[src/rtl/ones_comp_serial_sub.sv]
// Bit-serial one's-complement adder/subtractor: an LSB-first add pass, then an end-around-carry pass.
// Latency is fixed at 2*WIDTH+1 edges from the start sample to done. start is ignored while busy.
module ones_comp_serial_sub #(
   parameter int WIDTH = 4
) (
   input  logic             clk,
   input  logic             rst,
   input  logic             start,
   input  logic             sub,
   input  logic [WIDTH-1:0] A,
   input  logic [WIDTH-1:0] B,
   output logic             busy,
   output logic             done,
   output logic [WIDTH-1:0] Y,
   output logic             zero,
   output logic             neg,
   output logic             ovf
);

   localparam int CW = $clog2(WIDTH);
   localparam logic [CW-1:0] LAST = CW'(WIDTH - 1);

   typedef enum logic [1:0] {IDLE, ADD, WRAP, DONE} state_t;

   state_t state, nstate;

   logic [WIDTH-1:0] sa, sb, r;
   logic [CW-1:0]    cnt;
   logic             carry, eac, ovf_p;
   logic             last;
   logic             op_a, op_b, cin, sbit, cout;

   always_ff @(posedge clk) begin
      if (rst) state <= IDLE;
      else     state <= nstate;
   end

   always_comb begin
      nstate = state;
      busy   = 1'b0;
      last   = (cnt == LAST);
      case (state)
         IDLE: if (start) nstate = ADD;
         ADD: begin
            busy = 1'b1;
            if (last) nstate = WRAP;
         end
         WRAP: begin
            busy = 1'b1;
            if (last) nstate = DONE;
         end
         DONE: begin
            busy   = 1'b1;
            nstate = IDLE;
         end
         default: nstate = IDLE;
      endcase
   end

   // Shared full adder: the add pass uses SA/SB, the wrap pass re-adds the carry into R.
   always_comb begin
      op_a = (state == ADD) ? sa[cnt] : r[cnt];
      op_b = (state == ADD) ? sb[cnt] : 1'b0;
      cin  = (state == WRAP && cnt == '0) ? eac : carry;
      sbit = op_a ^ op_b ^ cin;
      cout = (op_a & op_b) | (cin & (op_a ^ op_b));
   end

   always_ff @(posedge clk) begin
      if (rst) begin
         sa    <= '0;
         sb    <= '0;
         r     <= '0;
         cnt   <= '0;
         carry <= 1'b0;
         eac   <= 1'b0;
         ovf_p <= 1'b0;
         Y     <= '0;
         done  <= 1'b0;
         zero  <= 1'b1;
         neg   <= 1'b0;
         ovf   <= 1'b0;
      end else begin
         done <= 1'b0;
         case (state)
            IDLE: begin
               if (start) begin
                  sa    <= A;
                  sb    <= sub ? ~B : B;
                  carry <= 1'b0;
                  cnt   <= '0;
               end
            end
            ADD: begin
               r[cnt] <= sbit;
               if (last) begin
                  eac   <= cout;
                  carry <= 1'b0;
                  ovf_p <= (sa[WIDTH-1] == sb[WIDTH-1]) && (sbit != sa[WIDTH-1]);
                  cnt   <= '0;
               end else begin
                  carry <= cout;
                  cnt   <= cnt + 1'b1;
               end
            end
            WRAP: begin
               r[cnt] <= sbit;
               carry  <= cout;
               if (last) cnt <= '0;
               else      cnt <= cnt + 1'b1;
            end
            DONE: begin
               Y    <= r;
               zero <= (r == '0) || (r == '1);
               neg  <= r[WIDTH-1] && (r != '1);
               ovf  <= ovf_p;
               done <= 1'b1;
            end
            default: ;
         endcase
      end
   end

endmodule

[config.mk]
export PLATFORM = sky130hd
export DESIGN_NAME = ones_comp_serial_sub
export DESIGN_NICKNAME = d
export VERILOG_FILES = /design/src/rtl/ones_comp_serial_sub.sv
export SDC_FILE = /design/constraint.sdc
export NUM_CORES = 1
export LEC_CHECK = 0
export CAP_MARGIN = 20
export CORE_ASPECT_RATIO = 1.75
export CORE_MARGIN = 3
export CORE_UTILIZATION = 35
export DETAILED_ROUTE_END_ITERATION = 6
export HOLD_SLACK_MARGIN = 0.02
export PLACE_DENSITY = 0.6
export SLEW_MARGIN = 20
export SYNTH_ARGS = -nofsm -noshare
export SYNTH_HDL_FRONTEND = slang
export SYNTH_SLANG_ARGS = --single-unit
[constraint.sdc]
create_clock -name clk -period 3.3 [get_ports clk]
set_input_delay 0.495 -clock clk [delete_from_list [all_inputs] [get_ports clk]]
set_output_delay 0.495 -clock clk [all_outputs]
set_load 0.01 [all_outputs]
==> flow_summary.toml <==
[run_status]
run_status = "finished clean"

[cells_and_area]
fin_nets = 176
drive_above_1_share_pct = 5.23
antenna_cells = 0
area_delta_synth_final_pct = 19.9
layoutNonFillerInstCount = 198
stdcell_area_sq_mm = 0.00158
finish.utilization_pct = 45.0

[timing]
hold_violations = 0
tightest_slew_ns = 1.02
rsz0062_at_grt = "false"
maxSlewHeadroom_pct = 31.9
hold_ws_ns = 0.470
setup_violations = 0
max_freq_ghz = 0.401
fin_skew_ns = 0.00245
final_max_slew_viol_count = 0
min_period_over_period_pct = 75.6
min_period_ns = 2.49
setup-tns-final_ns = 0

[die]
dieWidth_um = 52.4
core_region_area_sq_mm = 0.00350
io_pins = 21
rows = 28
initial_core_util_pct = 37.6
die_h_um = 87.1
die-area_sq_mm = 0.00456

[power_and_ir_drop]
powerDensity_mw_per_mm2 = 693
irDropWorstVdd_mv = 0.379
p_leak_nw = 0.582

[place]
place_inst = 194
gp_congestion = 0.788
place_area_sq_mm = 0.00153
hpwl_um = 2020
portBuffers = 20

[global_routing]
antenna_found_initial = 0
grt_pass1_wl_um = 4550
grt_pass1_vias = 1043
grt_remaining_overflow = 0
grtUsageTotal_pct = 13.0
grt_max_degree = 29

[clock_network]
cts_setup_buffers = 0
cts_sinks = 27
htree_levels = 1
root_buffer = "clkbuf_8"
clk_pin_slew_ns = 0.09
tritoncts = "done"
ctsHoldBuffers = 0
cts_resized = 0
cts_buffer_depth = 2
clk_latency_ns = 0.27
cts_made_buffers = 3

[logic_synthesis]
synthArstFlopShare_pct = 0
syn_avg_cell_area_sq_um = 9.61
syn_area_sq_mm = 0.00132
synth_edf_count = 0
yosys.cell_count.top_type = "dfxtp_1"
synth-seq-cells = 27
yosysSeqAreaShare_pct = 41.1
synth_top_cell_area_share_pct = 41.1
synth_warnings = 0
synth_cell_type_count = 29
synthTopCellsByCount = "27 x dfxtp_1, 14 x nor2_1, 13 x a21oi_1, 12 x nand2_1, 9 x ha_1"
syn_inst = 137
ys.flop_type = "dfxtp_1"
synth_top_area_cell = "dfxtp_1"
synth_nets = 159
ys_top_cells_by_area = "dfxtp_1 41%, ha_1 8.6%, mux2i_1 6.1%"

[route]
viasPerCell = 5.19
drc_errors = 0
ant_nets = 0
first_pass_iters = 4
drt-initial-drc-count = 27
wire_per_inst_um = 13.6
wl_um = 2700
route.vias.total = 1027

[critical_path]
r2r-start = "state[1]"
r2r_cells = 8
r2r_slack_ns = 0.81
cp.arrival_ns = 2.66
start_kind = "flop"
crit_path_end_kind = "flop"
path_class = "flop to flop"
required_ns = 3.47
worstPathMaxFanout = 6
reg2reg_to = "ovf_p"

[min_path]
holdPathEnd = "carry"
hold_class = "flop to flop"
min_from = "carry"
hold_depth = 2

[job]
cap_violations = 0
[placed cells by master (no fill, tap or decap), types with 2 or more instances in the layout]
cell             count
a211oi_1             5
a21oi_1             13
a311oi_1             7
a32oi_1              2
clkbuf_8             3
clkdlybuf4s50_1     20
dfxtp_1             27
ha_1                 9
inv_1                7
mux2i_1              8
mux4_2               3
nand2_1             12
nand2b_1             2
nand3_1              2
nor2_1              14
nor2b_1              2
nor3_1               2
xnor2_1              4
[per-stage QoR]
| step | total power [mW] | worst slack [ns] |
|---|---|---|
| detailed placement | 0.908 | 0.824 |
| finish | 1.09 | 0.806 |
| floorplan | 0.797 | 0.962 |
| CTS | 1.10 | 0.797 |
| global route | 1.17 | 0.608 |
| global placement | 0.897 | 0.918 |
[registers in the layout (all words and copies together) (netlist names), 2 cells and up]
register and cells:
state 2, sa 4, r 4, Y 4
cnt 2, sb 4
[worst max-delay path, stage by stage, from the launching register on]
cell      delay (ns)
dfxtp_1         0.34
inv_1           0.11
ha_1            0.22
mux4_2          0.50
mux2i_1         0.21
fa_1            0.51
nor3_1          0.17
nor2_1          0.06
a311oi_1        0.26
[how the worst max path moves through the flow]
stage               startpoint    end  slack, ns  depth (start not counted)
finish                state[1]  ovf_p       0.81                          8
detailed placement    state[1]  ovf_p       0.82                          8
global placement      state[1]  ovf_p       0.92                          8
CTS                   state[1]  ovf_p       0.80                          8
global route          state[1]  ovf_p       0.61                          8
floorplan             state[1]  ovf_p       0.96                          9
[layer usage]
layer / wire, um / GRT usage, % / share of wire [%] / vias up
li1: - / - / - / 522
met1: 1080 / 13.5 / 40 / 474
met2: 1460 / 23.9 / 54 / 25
met3: 99 / 1.72 / 3.7 / 6
met4: 61 / 7.44 / 2.3 / 0
met5: 0 / 0 / 0 / -
[area by class of cell]
type | count | area [sq um]
inverters | 7 | 26.3
clock inverters | 1 | 7.51
fillers | 347 | 1930
multi-input cells | 94 | 698
flip-flops and latches | 27 | 541
repair buffers | 21 | 208
well taps | 45 | 56.3
clock buffers | 3 | 41.3
[cell families after synthesis]
group / after synthesis / share of synthesized area, %
fa+ha+maj: 10 / 10.1
compound gates: 31 / 16.3
xor+xnor: 4 / 2.66
flops: 27 / 41.1
simple gates: 38 / 12.8
buf+inv: 16 / 5.89
mux: 11 / 11.2
[report_power, final]
part | internal (mW) | switching [mW]
clock | 0.0858 | 0.106
sequential | 0.381 | 0.0618
combinational | 0.204 | 0.255
Note: power is estimated with default switching activity, not from simulation.
